<file path="config.mk">
export PLATFORM = sky130hd
export DESIGN_NAME = button_event_regs_flat
export DESIGN_NICKNAME = d
export VERILOG_FILES = /design/src/rtl/button_event_pkg.sv /design/src/rtl/button_event_regs_if.sv /design/src/rtl/button_edge_counter.sv /design/src/rtl/button_event_regs.sv /design/src/flat_wrapper.sv
export SDC_FILE = /design/constraint.sdc
export NUM_CORES = 1
export LEC_CHECK = 0
export ABC_AREA = 1
export CAP_MARGIN = 20
export CORE_MARGIN = 3
export CORE_UTILIZATION = 45
export CTS_CLUSTER_DIAMETER = 200
export DETAILED_ROUTE_END_ITERATION = 7
export PLACE_DENSITY = 0.74
export SLEW_MARGIN = 20
export SYNTH_ARGS = -nofsm -noshare
export SYNTH_HDL_FRONTEND = slang
export SYNTH_SLANG_ARGS = --single-unit
export TNS_END_PERCENT = 10
</file>
<file path="constraint.sdc">
create_clock -name clk -period 2.65 [get_ports clk]
set_clock_uncertainty 0.1 [all_clocks]
set_input_delay 0.3975 -clock clk [delete_from_list [all_inputs] [get_ports clk]]
set_output_delay 0.3975 -clock clk [all_outputs]
set_load 0.005 [all_outputs]
</file>
<file path="src/rtl/button_event_pkg.sv">
`default_nettype none
// ============================================================================
// Module   : button_event_pkg
// Purpose  : Register map, field offsets and pending/mask vector type
// Revision : 1.0
// ============================================================================
package button_event_pkg;

  localparam logic [2:0] ADDR_STATUS  = 3'd0;
  localparam logic [2:0] ADDR_PENDING = 3'd1;
  localparam logic [2:0] ADDR_MASK    = 3'd2;
  localparam logic [2:0] ADDR_COUNT   = 3'd3;

  localparam int PRESS_LSB   = 0;
  localparam int RELEASE_LSB = 4;
  localparam int PEND_W      = 16;

  typedef logic [PEND_W-1:0] pend_vec_t;

  // Bits of PENDING/MASK that exist for n channels; all others read 0.
  function automatic pend_vec_t field_mask(input int n);
    pend_vec_t m;
    m = '0;
    for (int i = 0; i < n; i++) begin
      m[PRESS_LSB+i]   = 1'b1;
      m[RELEASE_LSB+i] = 1'b1;
    end
    return m;
  endfunction

endpackage
`default_nettype wire

</file>
<file path="src/rtl/button_event_regs_if.sv">
`default_nettype none
// ============================================================================
// Module   : button_event_regs_if
// Purpose  : Single-cycle register bus between CPU and button event block
// Revision : 1.0
// ============================================================================
interface button_event_regs_if #(
  parameter int DATA_W = 32
) ();

  logic [2:0]        addr_i;
  logic              we_i;
  logic              re_i;
  logic [DATA_W-1:0] wdata_i;
  logic [DATA_W-1:0] rdata_o;
  logic              rvalid_o;

  modport master (
    output addr_i, we_i, re_i, wdata_i,
    input  rdata_o, rvalid_o
  );

  modport slave (
    input  addr_i, we_i, re_i, wdata_i,
    output rdata_o, rvalid_o
  );

endinterface
`default_nettype wire

</file>
<file path="src/rtl/button_edge_counter.sv">
`default_nettype none
// ============================================================================
// Module   : button_edge_counter
// Purpose  : Per-channel press/release edge detect and saturating press count
// Revision : 1.0
// ============================================================================
module button_edge_counter #(
  parameter int CNT_W = 8
) (
  input  wire logic             clk,
  input  wire logic             rst,
  input  wire logic             btn_i,
  input  wire logic             clr_i,
  output logic                  press_o,
  output logic                  release_o,
  output logic [CNT_W-1:0]      count_o
);

  logic             prev_q,  prev_d;
  logic [CNT_W-1:0] count_q, count_d;
  logic [CNT_W-1:0] count_base;

  always_comb begin
    prev_d     = btn_i;
    press_o    = btn_i & ~prev_q;
    release_o  = ~btn_i & prev_q;
    // Clear is applied first so a coincident press still counts.
    count_base = clr_i ? '0 : count_q;
    count_d    = count_base;
    if (press_o && (count_base != {CNT_W{1'b1}})) begin
      count_d = count_base + 1'b1;
    end
  end

  // prev tracks the live level during reset so a held button is not an event.
  always_ff @(posedge clk) begin
    if (rst) begin
      prev_q  <= btn_i;
      count_q <= '0;
    end else begin
      prev_q  <= prev_d;
      count_q <= count_d;
    end
  end

  assign count_o = count_q;

endmodule
`default_nettype wire

</file>
<file path="src/rtl/button_event_regs.sv">
`default_nettype none
// ============================================================================
// Module   : button_event_regs
// Purpose  : Sticky W1C button events, press counters, masked level interrupt
// Revision : 1.0
// ============================================================================
module button_event_regs
  import button_event_pkg::*;
#(
  parameter int N_BTN  = 4,
  parameter int CNT_W  = 8,
  parameter int DATA_W = 32
) (
  input  wire logic             clk,
  input  wire logic             rst,
  input  wire logic [N_BTN-1:0] btn_i,
  button_event_regs_if.slave    bus,
  output logic                  irq_o
);

  localparam pend_vec_t VALID_BITS = field_mask(N_BTN);

  logic [N_BTN-1:0]  press, rel;
  logic [CNT_W-1:0]  cnt [N_BTN];
  logic              cnt_clr;
  pend_vec_t         pend_q, pend_d, mask_q, mask_d, events, w1c;
  logic [DATA_W-1:0] rdata_q, rdata_d, count_word;
  logic              rvalid_q, irq_q, irq_d;
  logic              unused_wdata;

  assign cnt_clr      = bus.we_i && (bus.addr_i == ADDR_COUNT);
  assign unused_wdata = ^bus.wdata_i[DATA_W-1:PEND_W];

  generate
    for (genvar i = 0; i < N_BTN; i++) begin : g_ch
      button_edge_counter #(.CNT_W(CNT_W)) u_ch (
        .clk       (clk),
        .rst       (rst),
        .btn_i     (btn_i[i]),
        .clr_i     (cnt_clr),
        .press_o   (press[i]),
        .release_o (rel[i]),
        .count_o   (cnt[i])
      );
    end
  endgenerate

  always_comb begin
    events     = '0;
    count_word = '0;
    for (int i = 0; i < N_BTN; i++) begin
      events[PRESS_LSB+i]      = events[PRESS_LSB+i] | press[i];
      events[RELEASE_LSB+i]    = events[RELEASE_LSB+i] | rel[i];
      count_word[i*CNT_W +: CNT_W] = cnt[i];
    end

    w1c = (bus.we_i && (bus.addr_i == ADDR_PENDING)) ? bus.wdata_i[PEND_W-1:0] : '0;
    // New events are ORed in after the clear so a colliding W1C never loses one.
    pend_d = ((pend_q & ~w1c) | events) & VALID_BITS;
    mask_d = (bus.we_i && (bus.addr_i == ADDR_MASK))
             ? (bus.wdata_i[PEND_W-1:0] & VALID_BITS) : mask_q;
    irq_d  = |(pend_d & mask_d);

    rdata_d = rdata_q;
    if (bus.re_i) begin
      case (bus.addr_i)
        ADDR_STATUS:  rdata_d = DATA_W'(btn_i);
        ADDR_PENDING: rdata_d = DATA_W'(pend_q);
        ADDR_MASK:    rdata_d = DATA_W'(mask_q);
        ADDR_COUNT:   rdata_d = count_word;
        default:      rdata_d = '0;
      endcase
    end
  end

  always_ff @(posedge clk) begin
    if (rst) begin
      pend_q   <= '0;
      mask_q   <= '0;
      rdata_q  <= '0;
      rvalid_q <= 1'b0;
      irq_q    <= 1'b0;
    end else begin
      pend_q   <= pend_d;
      mask_q   <= mask_d;
      rdata_q  <= rdata_d;
      rvalid_q <= bus.re_i;
      irq_q    <= irq_d;
    end
  end

  assign bus.rdata_o  = rdata_q;
  assign bus.rvalid_o = rvalid_q;
  assign irq_o        = irq_q;

endmodule
`default_nettype wire

</file>
<file path="src/flat_wrapper.sv">
// flat-port wrapper written by rule: the top's interface ports become plain ports
module button_event_regs_flat import button_event_pkg::*;
#(
  parameter int N_BTN  = 4,
  parameter int CNT_W  = 8,
  parameter int DATA_W = 32
)
  (clk, rst, btn_i, irq_o, bus_addr_i, bus_we_i, bus_re_i, bus_wdata_i, bus_rdata_o, bus_rvalid_o);
  button_event_regs_if #(.DATA_W(DATA_W)) bus_i ();
  input  wire logic clk;
  input  wire logic rst;
  input  wire logic [N_BTN-1:0] btn_i;
  output logic irq_o;
  input wire logic [$bits(bus_i.addr_i)-1:0] bus_addr_i;
  input wire logic [$bits(bus_i.we_i)-1:0] bus_we_i;
  input wire logic [$bits(bus_i.re_i)-1:0] bus_re_i;
  input wire logic [$bits(bus_i.wdata_i)-1:0] bus_wdata_i;
  output wire logic [$bits(bus_i.rdata_o)-1:0] bus_rdata_o;
  output wire logic [$bits(bus_i.rvalid_o)-1:0] bus_rvalid_o;
  assign bus_i.addr_i = bus_addr_i;
  assign bus_i.we_i = bus_we_i;
  assign bus_i.re_i = bus_re_i;
  assign bus_i.wdata_i = bus_wdata_i;
  assign bus_rdata_o = bus_i.rdata_o;
  assign bus_rvalid_o = bus_i.rvalid_o;
  button_event_regs #(.N_BTN(N_BTN), .CNT_W(CNT_W), .DATA_W(DATA_W)) u_core (.clk(clk), .rst(rst), .btn_i(btn_i), .bus(bus_i), .irq_o(irq_o));
endmodule
</file>
# --- After elaboration in Yosys (flattened, before gate mapping) ---
# Index checks and enable logic that the tools add are counted.
op_classes:
  n_eq_ne: 7
  n_mul: 0
  magnitude_cmp: 0
  shifts: 0
  n_reduce_logical: 9
  bitwise_logic: 20
  n_div: 0
  mux: 11
  addsub: 4
op_table:
  columns: ["cell", "count"]
  rows:
  - ["$pmux 32 s4", 1]
  - ["$mux 8", 9]
  - ["$add 8x1->8 const B", 4]
  - ["$ne 8x8->1 const B", 4]
  - ["$and 8x16->16", 1]
  - ["$mux 16", 1]
  - ["$reduce_or 16->1", 1]
  - ["$and 1x1->1", 8]
  - ["$and 8x8->8", 1]
  - ["$not 1->1", 8]
  - ["$not 8->8", 1]
  - ["$or 8x8->8", 1]
  - ["$logic_and 1x1->1", 7]
  - ["$eq 3x2->1 const B", 2]
  - ["$eq 3x1->1 const B", 1]
  - ["$logic_not 3->1", 1]
totals:
  latch_bits: 0
  memories: 0
  output_inout_bits: 34
  inputBits: 43
  mem_bits_rw: 0
  ff_bits: 94
  mem_bits_ro: 0
  word_cells: 64

# --- Longest topological paths before layout ---
# Gate-level depths: netlist (run 1).
logic_depth:
  word_depth: 8
  depth_mapped: 16
  ltp_nobuf: 14

# --- Modules after synthesis ---
# A second synthesis (run 1) with hierarchy kept.
hier_totals:
  hier_cells: 638
  hier_area_um2: 4405.5
modules_own_cells:
  columns: ["mod", "area_each_um2", "cells_per_inst", "seq_area_each_um2", "n_inst"]
  rows:
  - ["button_edge_counter", 561.8, 83, 180.2, 4]
  - ["button_event_regs", 2158.3, 306, 1001.0, 1]

# --- Least setup slack after synthesis (run 1) ---
# OpenSTA, ideal clock, no wires.
synth_timing:
  path_kind: "in2reg"
  startpoint: "input port bus_we_i"
  endpoint: "register u_core.g_ch[1].u_ch.count_q[1]"
  setup_slack_ns: 0.464
  arrival_time_ns: 1.973
  t_required_ns: 2.437
  setup_ns: 0.113
  n_path_buf: 3
  cell_stages: 16
  path_cell_list: "buf_4 > nand4_4 > buf_4 > buf_2 > nand2_1 > inv_1 > ha_1 > nand2_1 > inv_1 > nand3_4 > nor2_4 > inv_1 > nor2_2 > nor2_1 > nor2_1 > nor2_1"
synth_via:
  elab_chain_len: 5
  word_cells_on_any_way: 6
  cone_classes: "add/sub: 1; eq/ne: 1; mux: 2; reduce/logical: 2"
synth_rtl:
  columns: ["item", "line", "rtl"]
  rows:
  - ["start, declared", "flat_wrapper.sv:15", "input wire logic [$bits(bus_i.we_i)-1:0] bus_we_i;"]
  - ["$logic_and 1x1->1 *", "button_event_regs.sv:31", "assign cnt_clr = bus.we_i && (bus.addr_i == ADDR_COUNT);"]
  - ["$mux 8 *", "button_edge_counter.sv:28", "count_base = clr_i ? '0 : count_q;"]
  - ["branches (longest 2 deep; another with $add 8x1->8)", null, null]
  - ["$mux 8 *", "button_edge_counter.sv:30", "if (press_o && (count_base != {CNT_W{1'b1}})) begin"]
  - ["end signal, assigned", "button_edge_counter.sv:42", "count_q <= count_d;"]
  - ["end, declared", "button_edge_counter.sv:20", "logic [CNT_W-1:0] count_q, count_d;"]
# Every way passes the cells marked *.
# A chain may end at the register's enable or synchronous reset.

# --- Worst setup path after layout (run 1) ---
layout_timing:
  startpoint: "input port bus_addr_i[1]"
  endpoint: "register u_core.g_ch[3].u_ch.count_q[0]"
layout_via:
  elab_chain_len: 6
  word_cells_on_any_way: 7
  cone_classes: "add/sub: 1; eq/ne: 2; mux: 2; reduce/logical: 2"
layout_rtl:
  columns: ["item", "line", "rtl"]
  rows:
  - ["start, declared", "flat_wrapper.sv:14", "input wire logic [$bits(bus_i.addr_i)-1:0] bus_addr_i;"]
  - ["$eq 3x2->1 *", "button_event_regs.sv:31", null]
  - ["$logic_and 1x1->1 *", "button_event_regs.sv:31", null]
  - ["$mux 8 *", "button_edge_counter.sv:28", null]
  - ["branches (longest 2 deep; another with $add 8x1->8)", null, null]
  - ["$mux 8 *", "button_edge_counter.sv:30", null]
  - ["end signal, assigned", "button_edge_counter.sv:42", null]
  - ["end, declared", "button_edge_counter.sv:20", null]
# Marked as above.

==> run_summary.xml, run 1 <==
<?xml version="1.0" encoding="UTF-8"?>
<metrics>
  <group name="outcome">
    <metric name="status" unit="">finished clean</metric>
  </group>
  <group name="route">
    <metric name="route.met2.wl" unit="mm">5.01</metric>
    <metric name="viasPerCell" unit="">5.15</metric>
    <metric name="routed_wirelength" unit="mm">10.2</metric>
    <metric name="final_routed_wire_length_divided_by_cell_count" unit="um">12.6</metric>
    <metric name="wl_met1" unit="mm">4.43</metric>
    <metric name="count_of_nets_left_with_antenna_violations_after_detail_routing" unit="">0</metric>
    <metric name="routed-via-count" unit="">4175</metric>
    <metric name="detailroute.wirelength.met3" unit="um">438</metric>
    <metric name="firstDrtPassIters" unit="">5</metric>
    <metric name="drt_iter0_markers" unit="">243</metric>
    <metric name="routed.top_layer" unit="">met4</metric>
    <metric name="drt_drc_violations_left" unit="">0</metric>
  </group>
  <group name="clock_tree">
    <metric name="ctsLongestPathBuffers" unit="">2</metric>
    <metric name="post_cts_sizing_count" unit="">0</metric>
    <metric name="clock_tree_from_tritoncts" unit="">yes</metric>
    <metric name="cts.sinks" unit="">86</metric>
    <metric name="clk-insertion-delay-late" unit="ps">360</metric>
    <metric name="cts-hold-fix-buffers" unit="">0</metric>
    <metric name="cts_made_buffers" unit="">9</metric>
    <metric name="postCtsSetupBuffers" unit="">0</metric>
    <metric name="cts_max_level" unit="">3</metric>
    <metric name="root_buffer" unit="">clkbuf_8</metric>
    <metric name="clkTransAtPathRegs" unit="ps">80</metric>
  </group>
  <group name="critical_path">
    <metric name="crit_path_max_incr_delay" unit="ps">570</metric>
    <metric name="crit_path_top_delay_cell" unit="">clkdlybuf4s50_1</metric>
    <metric name="r2r_end" unit="">u_core.g_ch[3].u_ch.count_o[1]$_SDFF_PP0_</metric>
    <metric name="timing.reg2reg.worst_path_depth" unit="">9</metric>
    <metric name="cp-start-kind" unit="">input port</metric>
    <metric name="crit_path_cell_chain" unit="">clkdlybuf4s50_1 -&gt; nand4_4 -&gt; nand2_1 -&gt; inv_1 -&gt; ha_1 -&gt; inv_1 -&gt; nor3_2 -&gt; nand2_1 -&gt; nand2_1 -&gt; nand2_1 -&gt; a21oi_1</metric>
    <metric name="worst-endpoint-required" unit="ps">2780</metric>
    <metric name="reg2reg_from" unit="">u_core.g_ch[3].u_ch.count_o[0]$_SDFF_PP0_</metric>
    <metric name="path_delay_family" unit="">simple AND/OR/NAND/NOR gates</metric>
    <metric name="critPathKind" unit="">input port to flop</metric>
    <metric name="critPathArrivalTime" unit="ps">2510</metric>
    <metric name="worst-r2r-setup-slack" unit="ps">870</metric>
    <metric name="cp.buffers_inverters" unit="">3</metric>
    <metric name="critical-path-top-cell-by-count" unit="">nand2_1</metric>
    <metric name="path_max_fanout" unit="">16</metric>
    <metric name="critPathCaptureType" unit="">flop</metric>
  </group>
  <group name="yosys">
    <metric name="synth_compound_gate_area_share" unit="%">12.4</metric>
    <metric name="postSynthRegisterBits" unit="">86</metric>
    <metric name="post_synth_fa_ha_maj_area_fraction" unit="%">1.16</metric>
    <metric name="synth_area" unit="um^2">4330</metric>
    <metric name="synth_top_area_cell" unit="">dfxtp_1</metric>
    <metric name="leading_post_synthesis_cells_by_cell_area" unit="">dfxtp_1 (40%), nand2_1 (16%), a21oi_1 (7.3%), nand3_1 (6.0%), inv_1 (5.0%)</metric>
    <metric name="synth_xor_area_share" unit="%">0.405</metric>
    <metric name="postSynthNetCount" unit="">674</metric>
    <metric name="muxShareOfSynthArea" unit="%">0</metric>
    <metric name="post_synth_inst_count" unit="">627</metric>
    <metric name="yosysWarnings" unit="">0</metric>
    <metric name="ys_types" unit="">34</metric>
    <metric name="synth_largest_type_area_fraction" unit="%">39.8</metric>
    <metric name="synth.avg_cell_area" unit="um^2">6.90</metric>
    <metric name="post_synth_and_or_nand_nor_area_fraction" unit="%">36.4</metric>
    <metric name="synth_top_family_by_area" unit="">simple AND/OR/NAND/NOR gates</metric>
    <metric name="seq_area_frac_synth" unit="%">39.8</metric>
  </group>
  <group name="placement">
    <metric name="numPortBuffers" unit="">52</metric>
    <metric name="rd_place_congestion" unit="">0.837</metric>
    <metric name="detailedPlace.worstSlack" unit="ps">-122</metric>
    <metric name="dp.cells" unit="">795</metric>
    <metric name="dpl.hpwl" unit="mm">7.36</metric>
  </group>
  <group name="global_route">
    <metric name="grt_first_pass_wirelength" unit="mm">17.6</metric>
    <metric name="antenna_found_initial" unit="">0</metric>
    <metric name="vias_in_the_first_global_route" unit="">3953</metric>
    <metric name="globalRoute.totalOverflow" unit="">0</metric>
    <metric name="grt_max_degree" unit="">48</metric>
    <metric name="grt_util_all_layers" unit="%">19.4</metric>
  </group>
  <group name="die">
    <metric name="core" unit="um^2">9280</metric>
    <metric name="chipWidth" unit="um">104</metric>
    <metric name="floorplan.die.height" unit="um">104</metric>
    <metric name="ios" unit="">77</metric>
    <metric name="die_area" unit="um^2">10800</metric>
    <metric name="rows" unit="">35</metric>
    <metric name="initial_utilization" unit="%">46.6</metric>
  </group>
  <group name="timing">
    <metric name="finalCriticalPeriod" unit="ps">2380</metric>
    <metric name="tightest_slew" unit="ps">639</metric>
    <metric name="fmax" unit="MHz">420</metric>
    <metric name="setup-violations-final" unit="">0</metric>
    <metric name="timing.final.max_slew_violations" unit="">0</metric>
    <metric name="finalWorstSetupSlack" unit="ps">268</metric>
    <metric name="fin_crit_sh" unit="%">89.9</metric>
    <metric name="maxSlewHeadroom" unit="%">57.3</metric>
    <metric name="timing.final.hold_violations" unit="">0</metric>
    <metric name="rsz0062_at_grt" unit="">false</metric>
    <metric name="fin_tns_setup" unit="ps">0</metric>
  </group>
  <group name="power_and_ir_drop">
    <metric name="clkPwrFrac" unit="%">36.2</metric>
    <metric name="vdd.ir_drop.worst" unit="mV">0.236</metric>
    <metric name="seq_power_share" unit="%">53.1</metric>
    <metric name="switching_power" unit="mW">0.639</metric>
    <metric name="switching_share" unit="%">25.0</metric>
    <metric name="power.share.combinational" unit="%">10.7</metric>
    <metric name="power_per_cell_area" unit="nW/um^2">494</metric>
    <metric name="internal_power" unit="mW">1.92</metric>
    <metric name="power.static_leakage" unit="nW">2.16</metric>
  </group>
  <group name="final_layout">
    <metric name="instances_no_fill" unit="">810</metric>
    <metric name="synthToLayoutAreaGrowth" unit="%">19.4</metric>
    <metric name="num-nets-final" unit="">724</metric>
    <metric name="antennaDiodeCount" unit="">0</metric>
    <metric name="final_layout_size_suffix_gt1_share" unit="%">9.69</metric>
  </group>
  <group name="min_path">
    <metric name="min-delay-start" unit="">u_core.bus.rdata_o[5]$_SDFFE_PP0P_</metric>
    <metric name="min_delay_worst_endpoint" unit="">u_core.bus.rdata_o[5]$_SDFFE_PP0P_</metric>
    <metric name="min_path_cells" unit="">2</metric>
    <metric name="hold_path.class" unit="">flop to flop</metric>
  </group>
  <group name="job">
    <metric name="number_of_max_cap_violations" unit="">0</metric>
  </group>
</metrics>
sequential cells by signal (all words and copies together) (netlist names):
name	flops
u_core.g_ch.u_ch.prev_q	4
u_core.bus.rvalid_o	1
u_core.g_ch.u_ch.count_o	32
u_core.pend_q	8
u_core.mask_q	8
u_core.bus.rdata_o	32
u_core.irq_o	1
layout make-up:
class                   count  area (um^2)
clock inverters             3         43.8
clock buffers              12          145
repair buffers             70          681
fillers                   915         4110
well taps                 129          161
flip-flops and latches     86         1720
multi-input cells         447         2180
inverters                  63          236
cell usage after synthesis:
| cell | count |
|---|---|
| nand2_1 | 183 |
| dfxtp_1 | 86 |
| a21oi_1 | 63 |
| inv_1 | 58 |
| nand3_1 | 52 |
| nor2_1 | 50 |
| o21ai_0 | 34 |
| clkbuf_1 | 14 |
| nand4_1 | 12 |
| nor2_2 | 8 |
| buf_2 | 5 |
| buf_4 | 5 |
| buf_6 | 5 |
| nand2_2 | 5 |
| nand3_2 | 5 |
| ha_1 | 4 |
| inv_2 | 4 |
| nand3b_1 | 4 |
| nor2_4 | 4 |
| o21ai_1 | 4 |
| nor3_1 | 3 |
| nor3_2 | 3 |
| a21boi_0 | 2 |
| nand3_4 | 2 |
| nor4_4 | 2 |
| xor2_1 | 2 |
| and2_1 | 1 |
| buf_1 | 1 |
| buf_8 | 1 |
| clkinv_1 | 1 |
| nand2_4 | 1 |
| nand4_4 | 1 |
| o211ai_1 | 1 |
| o21a_1 | 1 |
tightest hold or removal path: stages (launching register included):
cell,delay (ps)
dfxtp_1,320
nand2_1,60
a21oi_1,50
power groups by stage:
stage / Clock [mW] / Combinational (mW) / Sequential, mW
after floorplan: 0 / 0.149 / 1.38
after detailed placement: 0 / 0.272 / 1.39
after CTS: 0.933 / 0.274 / 1.36
after global routing: 1.00 / 0.304 / 1.36
after global placement: 0 / 0.264 / 1.38
final: 0.925 / 0.273 / 1.36
worst max-delay path by stage:
stage | from | cells past startpoint | end | slack, ps
floorplan | bus_we_i | 16 | u_core.g_ch[1].u_ch.count_o[1]$_SDFF_PP0_ | 460
global placement | bus_addr_i[1] | 11 | u_core.g_ch[2].u_ch.count_o[0]$_SDFF_PP0_ | 20
detailed placement | bus_addr_i[1] | 11 | u_core.g_ch[3].u_ch.count_o[2]$_SDFF_PP0_ | -120
CTS | bus_addr_i[1] | 11 | u_core.g_ch[3].u_ch.count_o[0]$_SDFF_PP0_ | 260
global route | bus_addr_i[1] | 11 | u_core.g_ch[3].u_ch.count_o[1]$_SDFF_PP0_ | 120
finish | bus_addr_i[1] | 11 | u_core.g_ch[3].u_ch.count_o[0]$_SDFF_PP0_ | 270
cells by family (layout without fill, tap and decap cells):
| group | count (synthesis) | after routing |
|---|---|---|
| AO/OA/AOI/OAI | 105 | 105 |
| XOR/XNOR | 2 | 2 |
| adder cells (fa/ha/maj) | 4 | 4 |
| buffers and inverters | 94 | 148 |
| flip-flops | 86 | 86 |
| AND/OR/NAND/NOR | 336 | 336 |
placed cells by master, fill, tap and decap left out, types with 4 or more instances in the layout:
cell / Yosys / final
dfxtp_1: 86 / 86
nand4_1: 12 / 12
nor2_2: 8 / 8
nand2_1: 183 / 183
nand2_2: 5 / 5
o21ai_1: 4 / 4
nand3_2: 5 / 5
clkbuf_8: 0 / 10
nand3_1: 52 / 52
inv_1: 58 / 58
buf_4: 5 / 16
clkdlybuf4s50_1: 0 / 52
nand3b_1: 4 / 4
nor2_4: 4 / 4
inv_2: 4 / 4
nor2_1: 50 / 50
o21ai_0: 34 / 34
a21oi_1: 63 / 63
ha_1: 4 / 4
metal layers:
layer	track usage (%)	up-vias
met4	8.17	0
met5	0	-
met1	23.9	1944
li1	-	2114
met2	33.0	93
met3	3.85	24
through the flow:
stage / cell area, um^2 / power, mW / utilization (%) / hold slack (ps)
after floorplan: 4330 / 1.53 / - / 325
after global routing: 5170 / 2.67 / 55.7 / 379
after global placement: 4980 / 1.65 / 53.7 / 355
after CTS: 5170 / 2.56 / 55.7 / 371
final: 5170 / 2.55 / 55.7 / 369
after detailed placement: 4980 / 1.66 / 53.7 / 358
(Power assumes the default switching activity.)
==> run 2, diff against run 1 <==
CAP_MARGIN = default   (was 20)
SYNTH_HIERARCHICAL = 1   (was default)
==> run 2 against run 1 <==
Compared with the run above:
- final area grew 3.2%
- clock power grew 22%
- global-route usage grew 0.23 points
- worst setup slack gained 370 ps
- first-iteration DRC count grew 0.41%
==> run_summary.xml, run 2 <==
<?xml version="1.0" encoding="UTF-8"?>
<metrics>
  <group name="yosys">
    <metric name="postSynth.topFlopCell" unit="">dfxtp_1</metric>
    <metric name="postSynthNetCount" unit="">681</metric>
    <metric name="count_of_flip_flops_with_a_built_in_enable_after_synthesis" unit="">0</metric>
    <metric name="synth_largest_type_area_fraction" unit="%">39.1</metric>
    <metric name="postSynthRegisterBits" unit="">86</metric>
    <metric name="ys_types" unit="">23</metric>
    <metric name="synth.avg_cell_area" unit="um^2">6.91</metric>
    <metric name="synth_async_sr_flop_share" unit="%">0</metric>
    <metric name="synth.most_common_cell" unit="">nand2_1</metric>
    <metric name="leading_post_synthesis_cells_by_cell_area" unit="">dfxtp_1 (39%), nand2_1 (15%), a21oi_1 (8.0%), inv_1 (6.5%), nor2_1 (6.0%)</metric>
    <metric name="post_synth_inst_count" unit="">638</metric>
    <metric name="seq_area_frac_synth" unit="%">39.1</metric>
    <metric name="netlist_top_cells_count" unit="">nand2_1 (175), dfxtp_1 (86), inv_1 (76), nor2_1 (71), a21oi_1 (70)</metric>
    <metric name="synth_top_area_cell" unit="">dfxtp_1</metric>
    <metric name="yosysWarnings" unit="">6</metric>
    <metric name="synth_area" unit="um^2">4410</metric>
  </group>
  <group name="final_layout">
    <metric name="num-nets-final" unit="">736</metric>
    <metric name="synthToLayoutAreaGrowth" unit="%">21.1</metric>
    <metric name="layout.cells.most_common" unit="">nand2_1</metric>
    <metric name="antennaDiodeCount" unit="">0</metric>
    <metric name="fillerInstances" unit="">920</metric>
    <metric name="finish.utilization" unit="%">56.9</metric>
    <metric name="final_layout_size_suffix_gt1_share" unit="%">11.6</metric>
    <metric name="finish.instance_area" unit="um^2">5340</metric>
    <metric name="multi_input_area" unit="um^2">2250</metric>
    <metric name="regArea" unit="um^2">1720</metric>
    <metric name="final_cell_mix" unit="">nand2_1 (175), dfxtp_1 (86), inv_1 (76)</metric>
  </group>
  <group name="timing">
    <metric name="fin_crit_sh" unit="%">76.0</metric>
    <metric name="setup-violations-final" unit="">0</metric>
    <metric name="timing.final.hold_violations" unit="">0</metric>
    <metric name="finalWorstSetupSlack" unit="ps">636</metric>
    <metric name="timing.final.max_slew_violations" unit="">0</metric>
    <metric name="finalCriticalPeriod" unit="ps">2010</metric>
    <metric name="fmax" unit="MHz">497</metric>
    <metric name="rsz0062_at_grt" unit="">false</metric>
    <metric name="tightest_slew" unit="ps">657</metric>
    <metric name="fin_tns_setup" unit="ps">0</metric>
    <metric name="maxSlewHeadroom" unit="%">56.2</metric>
  </group>
  <group name="die">
    <metric name="rows" unit="">35</metric>
    <metric name="die_area" unit="um^2">11000</metric>
    <metric name="core" unit="um^2">9370</metric>
    <metric name="floorplan.die.height" unit="um">105</metric>
    <metric name="chipWidth" unit="um">105</metric>
    <metric name="ios" unit="">77</metric>
    <metric name="initial_utilization" unit="%">47.0</metric>
  </group>
  <group name="critical_path">
    <metric name="worst-r2r-setup-slack" unit="ps">1200</metric>
    <metric name="crit_path_max_incr_delay" unit="ps">580</metric>
    <metric name="path_max_fanout" unit="">20</metric>
    <metric name="critPathCaptureType" unit="">flop</metric>
    <metric name="critPathArrivalTime" unit="ps">2170</metric>
    <metric name="path_delay_family" unit="">simple AND/OR/NAND/NOR gates</metric>
    <metric name="worst-endpoint-required" unit="ps">2810</metric>
    <metric name="worst_setup_path_startpoint" unit="">bus_addr_i[2]</metric>
    <metric name="critPathKind" unit="">input port to flop</metric>
    <metric name="cp.buffers_inverters" unit="">2</metric>
    <metric name="crit_path_cell_chain" unit="">clkdlybuf4s50_1 -&gt; nor2_4 -&gt; nand2_1 -&gt; nor2_1 -&gt; buf_12 -&gt; nor2_1 -&gt; nand3_1 -&gt; nor2_1 -&gt; nand3_1 -&gt; nand2_1 -&gt; nor2_1</metric>
    <metric name="crit_path_top_delay_cell" unit="">clkdlybuf4s50_1</metric>
    <metric name="reg2reg_from" unit="">u_core/g_ch[1].u_ch/count_o[1]$_SDFF_PP0_</metric>
    <metric name="timing.reg2reg.worst_path_depth" unit="">7</metric>
    <metric name="critical-path-top-cell-by-count" unit="">nor2_1</metric>
    <metric name="cp-start-kind" unit="">input port</metric>
    <metric name="r2r_end" unit="">u_core/g_ch[1].u_ch/count_o[5]$_SDFF_PP0_</metric>
  </group>
  <group name="power_and_ir_drop">
    <metric name="vdd.ir_drop.worst" unit="mV">0.263</metric>
    <metric name="internal_power" unit="mW">2.10</metric>
    <metric name="power.share.combinational" unit="%">10.0</metric>
    <metric name="power_per_cell_area" unit="nW/um^2">519</metric>
    <metric name="switching_power" unit="mW">0.664</metric>
    <metric name="power.static_leakage" unit="nW">2.27</metric>
    <metric name="switching_share" unit="%">24.0</metric>
    <metric name="seq_power_share" unit="%">49.1</metric>
    <metric name="clkPwrFrac" unit="%">40.9</metric>
  </group>
  <group name="route">
    <metric name="drt_drc_violations_left" unit="">0</metric>
    <metric name="drt_iter0_markers" unit="">244</metric>
    <metric name="firstDrtPassIters" unit="">5</metric>
    <metric name="routed-via-count" unit="">4171</metric>
    <metric name="routed_wirelength" unit="mm">10.8</metric>
    <metric name="viasPerCell" unit="">5.04</metric>
    <metric name="final_routed_wire_length_divided_by_cell_count" unit="um">13.0</metric>
    <metric name="count_of_nets_left_with_antenna_violations_after_detail_routing" unit="">0</metric>
  </group>
  <group name="placement">
    <metric name="dpl.hpwl" unit="mm">7.62</metric>
    <metric name="rd_place_congestion" unit="">0.836</metric>
    <metric name="numPortBuffers" unit="">52</metric>
    <metric name="detailedPlace.worstSlack" unit="ps">320</metric>
    <metric name="placed_cell_area" unit="um^2">5090</metric>
  </group>
  <group name="global_route">
    <metric name="grt_first_pass_wirelength" unit="mm">17.9</metric>
    <metric name="peak_usage_layer_in_the_global_routing_report" unit="">met2</metric>
    <metric name="globalRoute.totalOverflow" unit="">0</metric>
    <metric name="grt.met3_usage" unit="%">3.15</metric>
    <metric name="grt_util_all_layers" unit="%">19.6</metric>
    <metric name="grt_max_degree" unit="">39</metric>
    <metric name="globalRouteMet2Util" unit="%">32.9</metric>
    <metric name="antenna_found_initial" unit="">0</metric>
    <metric name="vias_in_the_first_global_route" unit="">3901</metric>
    <metric name="met1_usage" unit="%">25.0</metric>
  </group>
  <group name="clock_tree">
    <metric name="clkTransAtPathRegs" unit="ps">100</metric>
    <metric name="cts-hold-fix-buffers" unit="">0</metric>
    <metric name="root_buffer" unit="">clkbuf_8</metric>
    <metric name="cts.sinks" unit="">86</metric>
    <metric name="cts_made_buffers" unit="">9</metric>
    <metric name="cts_max_level" unit="">3</metric>
    <metric name="post_cts_sizing_count" unit="">0</metric>
    <metric name="clock_tree_from_tritoncts" unit="">yes</metric>
    <metric name="ctsLongestPathBuffers" unit="">2</metric>
    <metric name="postCtsSetupBuffers" unit="">0</metric>
    <metric name="clk-insertion-delay-late" unit="ps">360</metric>
  </group>
  <group name="min_path">
    <metric name="min-delay-start" unit="">u_core/bus.rdata_o[1]$_SDFFE_PP0P_</metric>
    <metric name="hold_path.class" unit="">flop to flop</metric>
    <metric name="min_path_cells" unit="">2</metric>
    <metric name="min_delay_worst_endpoint" unit="">u_core/bus.rdata_o[1]$_SDFFE_PP0P_</metric>
  </group>
  <group name="job">
    <metric name="number_of_max_cap_violations" unit="">0</metric>
  </group>
  <group name="outcome">
    <metric name="status" unit="">finished clean</metric>
  </group>
</metrics>
run 2: final cells by class:
| type | instances | area share [%] |
|---|---|---|
| clock buffers | 11 | 2.65 |
| clock inverters | 5 | 1.99 |
| inverters | 89 | 6.45 |
| multi-input cells | 444 | 42.1 |
| flip-flops and latches | 86 | 32.3 |
| well taps | 129 | 3.02 |
| repair buffers | 63 | 11.5 |
run 2: cells by family (layout without fill, tap and decap cells):
family	Yosys count	after routing	share of synthesized area (%)
simple gates	347	347	39.7
compound gates	97	97	11.3
buf+inv	108	168	9.94
flops	86	86	39.1
run 2: how the worst max path moves through the flow:
stage	endpoint	slack, ps	depth (start not counted)
floorplan	u_core/g_ch[0].u_ch/count_o[6]$_SDFF_PP0_	220	11
global placement	u_core/g_ch[3].u_ch/count_o[6]$_SDFF_PP0_	340	13
detailed placement	u_core/g_ch[0].u_ch/count_o[3]$_SDFF_PP0_	320	14
CTS	u_core/g_ch[1].u_ch/count_o[5]$_SDFF_PP0_	660	11
global route	u_core/g_ch[1].u_ch/count_o[5]$_SDFF_PP0_	480	11
finish	u_core/g_ch[1].u_ch/count_o[5]$_SDFF_PP0_	640	11
run 2: per-stage QoR:
step / hold WS, ps / power, mW / cells
global route: 385 / 2.87 / 827
global placement: 354 / 1.66 / 811
floorplan: 325 / 1.54 / 638
CTS: 369 / 2.78 / 827
detailed placement: 356 / 1.66 / 811
finish: 365 / 2.77 / 827
run 2: power groups by stage:
stage	clock network (mW)	logic [mW]	registers, mW
after floorplan	0	0.147	1.39
after CTS	1.14	0.277	1.36
after global placement	0	0.268	1.39
after detailed placement	0	0.274	1.39
final	1.13	0.277	1.36
after global routing	1.20	0.306	1.37
run 2: worst min-delay path, cell delays in order (launching register included):
cell and delay [ps]:
dfxtp_1 310, nand2_1 60, a21oi_1 50
run 2: routing by layer:
layer | vias to the layer above | part of all wire [%]
met5 | - | 0
met4 | 0 | 2.7
met3 | 25 | 6.2
met2 | 129 | 47
met1 | 1876 | 44
li1 | 2141 | -
==> run 3, diff against run 2 <==
PLACE_DENSITY = 0.76   (was 0.74)
clock period = 1.75 ns   (was 2.65 ns; I/O delays follow)
==> run 3 against run 2 <==
Compared with the run above:
- sequential share of layout area down 2.7 points
- register-to-register slack worse by 800 ps
- non-clock buffer count up 49
- count of clock-buffer cells in the layout up 1
- total power up 41%
- worst setup slack worse by 520 ps
- worst hold slack worse by 28 ps
- final area up 9.2%
- global-route usage up 1.4 points
- die area unchanged
- sequential power up 51%
- via count up 6.2%
- largest cell class unchanged
- highest routed layer unchanged
==> run_summary.xml, run 3 (synthesis results as in run 2) <==
<?xml version="1.0" encoding="UTF-8"?>
<metrics>
  <group name="outcome">
    <metric name="status" unit="">finished clean</metric>
  </group>
  <group name="die">
    <metric name="core" unit="um^2">9370</metric>
    <metric name="initial_utilization" unit="%">47.0</metric>
    <metric name="rows" unit="">35</metric>
    <metric name="floorplan.die.height" unit="um">105</metric>
    <metric name="ios" unit="">77</metric>
    <metric name="chipWidth" unit="um">105</metric>
    <metric name="die_area" unit="um^2">11000</metric>
  </group>
  <group name="route">
    <metric name="viasPerCell" unit="">5.06</metric>
    <metric name="final_routed_wire_length_divided_by_cell_count" unit="um">13.5</metric>
    <metric name="firstDrtPassIters" unit="">5</metric>
    <metric name="count_of_nets_left_with_antenna_violations_after_detail_routing" unit="">0</metric>
    <metric name="routed_wirelength" unit="mm">11.8</metric>
    <metric name="drt_drc_violations_left" unit="">0</metric>
    <metric name="routed-via-count" unit="">4429</metric>
    <metric name="drt_iter0_markers" unit="">219</metric>
  </group>
  <group name="critical_path">
    <metric name="worst-endpoint-required" unit="ps">1900</metric>
    <metric name="crit_path_cell_chain" unit="">clkdlybuf4s50_1 -&gt; nand2_2 -&gt; nor2_4 -&gt; buf_12 -&gt; inv_4 -&gt; nand3_4 -&gt; nor2_8 -&gt; nand2_4 -&gt; nand3_1 -&gt; nand2_1 -&gt; nor2_1</metric>
    <metric name="cp.buffers_inverters" unit="">3</metric>
    <metric name="cp-start-kind" unit="">input port</metric>
    <metric name="critPathCaptureType" unit="">flop</metric>
    <metric name="critPathArrivalTime" unit="ps">1790</metric>
    <metric name="critPathKind" unit="">input port to flop</metric>
    <metric name="path_delay_family" unit="">simple AND/OR/NAND/NOR gates</metric>
    <metric name="crit_path_max_incr_delay" unit="ps">490</metric>
    <metric name="crit_path_top_delay_cell" unit="">clkdlybuf4s50_1</metric>
    <metric name="path_max_fanout" unit="">8</metric>
  </group>
  <group name="timing">
    <metric name="tightest_slew" unit="ps">291</metric>
    <metric name="fin_crit_sh" unit="%">93.6</metric>
    <metric name="maxSlewHeadroom" unit="%">80.6</metric>
    <metric name="finalCriticalPeriod" unit="ps">1640</metric>
    <metric name="timing.final.max_slew_violations" unit="">0</metric>
    <metric name="fin_tns_setup" unit="ps">0</metric>
    <metric name="fmax" unit="MHz">610</metric>
    <metric name="finalWorstSetupSlack" unit="ps">112</metric>
    <metric name="timing.final.hold_violations" unit="">0</metric>
    <metric name="setup-violations-final" unit="">0</metric>
  </group>
  <group name="clock_tree">
    <metric name="clock_tree_from_tritoncts" unit="">yes</metric>
    <metric name="root_buffer" unit="">clkbuf_8</metric>
    <metric name="cts_made_buffers" unit="">9</metric>
    <metric name="cts_max_level" unit="">3</metric>
    <metric name="cts-hold-fix-buffers" unit="">0</metric>
    <metric name="ctsLongestPathBuffers" unit="">2</metric>
    <metric name="clk-insertion-delay-late" unit="ps">360</metric>
    <metric name="clkTransAtPathRegs" unit="ps">90</metric>
    <metric name="cts.sinks" unit="">86</metric>
  </group>
  <group name="final_layout">
    <metric name="fillerInstances" unit="">821</metric>
    <metric name="num-nets-final" unit="">785</metric>
    <metric name="final_layout_size_suffix_gt1_share" unit="%">19.3</metric>
    <metric name="instances_no_fill" unit="">876</metric>
    <metric name="final_cell_mix" unit="">nand2_1 (174), dfxtp_1 (86), inv_1 (74)</metric>
    <metric name="layout.cells.most_common" unit="">nand2_1</metric>
    <metric name="antennaDiodeCount" unit="">0</metric>
    <metric name="synthToLayoutAreaGrowth" unit="%">32.2</metric>
  </group>
  <group name="global_route">
    <metric name="antenna_found_initial" unit="">0</metric>
    <metric name="vias_in_the_first_global_route" unit="">4256</metric>
    <metric name="grt_util_all_layers" unit="%">21.0</metric>
    <metric name="globalRoute.totalOverflow" unit="">0</metric>
    <metric name="globalRouteMet2Util" unit="%">36.1</metric>
    <metric name="grt_first_pass_wirelength" unit="mm">19.2</metric>
    <metric name="grt_max_degree" unit="">35</metric>
    <metric name="met1_usage" unit="%">26.2</metric>
    <metric name="grt.met3_usage" unit="%">4.57</metric>
    <metric name="peak_usage_layer_in_the_global_routing_report" unit="">met2</metric>
  </group>
  <group name="power_and_ir_drop">
    <metric name="vdd.ir_drop.worst" unit="mV">0.416</metric>
    <metric name="clkPwrFrac" unit="%">34.2</metric>
    <metric name="internal_power" unit="mW">2.86</metric>
    <metric name="switching_power" unit="mW">1.04</metric>
    <metric name="power_per_cell_area" unit="nW/um^2">669</metric>
    <metric name="power.static_leakage" unit="nW">2.58</metric>
    <metric name="power.share.combinational" unit="%">12.9</metric>
    <metric name="switching_share" unit="%">26.6</metric>
    <metric name="seq_power_share" unit="%">52.9</metric>
  </group>
  <group name="placement">
    <metric name="rd_place_congestion" unit="">0.885</metric>
    <metric name="dp.cells" unit="">856</metric>
    <metric name="detailedPlace.worstSlack" unit="ps">-376</metric>
    <metric name="numPortBuffers" unit="">52</metric>
    <metric name="dpl.hpwl" unit="mm">8.25</metric>
  </group>
  <group name="min_path">
    <metric name="hold_path.class" unit="">input port to flop</metric>
  </group>
  <group name="job">
    <metric name="number_of_max_cap_violations" unit="">0</metric>
  </group>
</metrics>
==> run 3: changes by cell type in the layout (fill, tap and decap cells not counted), sizes merged <==
cell           previous run  this run
clkinvlp                  1         3
clkdlybuf4s50            52        50
clkbuf                   11        14
bufinv                    3         0
dlymetal6s2s              0         2
buf                      11        58
==> run 3: layout make-up <==
type / count / area, um^2 / share of cell area (%)
clock inverters: 4 / 31.3 / 0.537
clock buffers: 12 / 155 / 2.66
multi-input cells: 444 / 2320 / 39.8
inverters: 89 / 352 / 6.04
repair buffers: 112 / 1090 / 18.6
well taps: 129 / 161 / 2.77
flip-flops and latches: 86 / 1720 / 29.6
==> run 3: routing by layer <==
layer  vias up  share of wire [%]
li1       2247                  -
met4         0                1.7
met5         -                  0
met2       120                 49
met3        23                5.4
met1      2039                 43
==> run 3: through the flow <==
step	hold WS [ps]	util (%)	area (um^2)	power [mW]
after floorplan	190	-	4410	2.33
after global placement	352	58.5	5480	2.58
after detailed placement	355	58.5	5480	2.59
after CTS	368	60.5	5670	3.90
after global routing	383	62.2	5830	4.06
final	337	62.2	5830	3.89
==> run 3: path summary, 6_finish.rpt <==
check / start / end / slack, ps / depth (start not counted)
setup reg to reg: u_core/g_ch[1].u_ch/count_o[1]$_SDFF_PP0_ / u_core/g_ch[1].u_ch/count_o[5]$_SDFF_PP0_ / 400 / 7
hold / removal: bus_addr_i[2] / u_core/mask_q[3]$_SDFF_PP0_ / 340 / 5
setup / recovery: bus_addr_i[0] / u_core/g_ch[0].u_ch/count_o[1]$_SDFF_PP0_ / 110 / 11
hold reg to reg: u_core/bus.rdata_o[2]$_SDFFE_PP0P_ / u_core/bus.rdata_o[2]$_SDFFE_PP0P_ / 370 / 2
==> run 3: power by group through the flow <==
stage               Sequential (mW)  Clock, mW  Combinational [mW]
floorplan                      2.10          0               0.224
global placement               2.10          0               0.473
detailed placement             2.11          0               0.484
CTS                            2.06       1.35               0.488
global route                   2.07       1.44               0.551
finish                         2.06       1.33               0.503
==> run 3: timing repair <==
| action | 4_1_cts | 5_1_grt |
|---|---|---|
| setup endpoints to repair | 0 | 33 |
| gates resized for setup | 0 | 23 |
| setup buffers | 0 | 2 |
==> run 3: worst register-to-register path, cell delays in order (launching register included) <==
cell and delay (ps):
dfxtp_1 400, inv_1 60, nor2_1 130, nand3_1 140, nor2_1 220, nand3_1 110
nand2_1 70, nor2_1 50
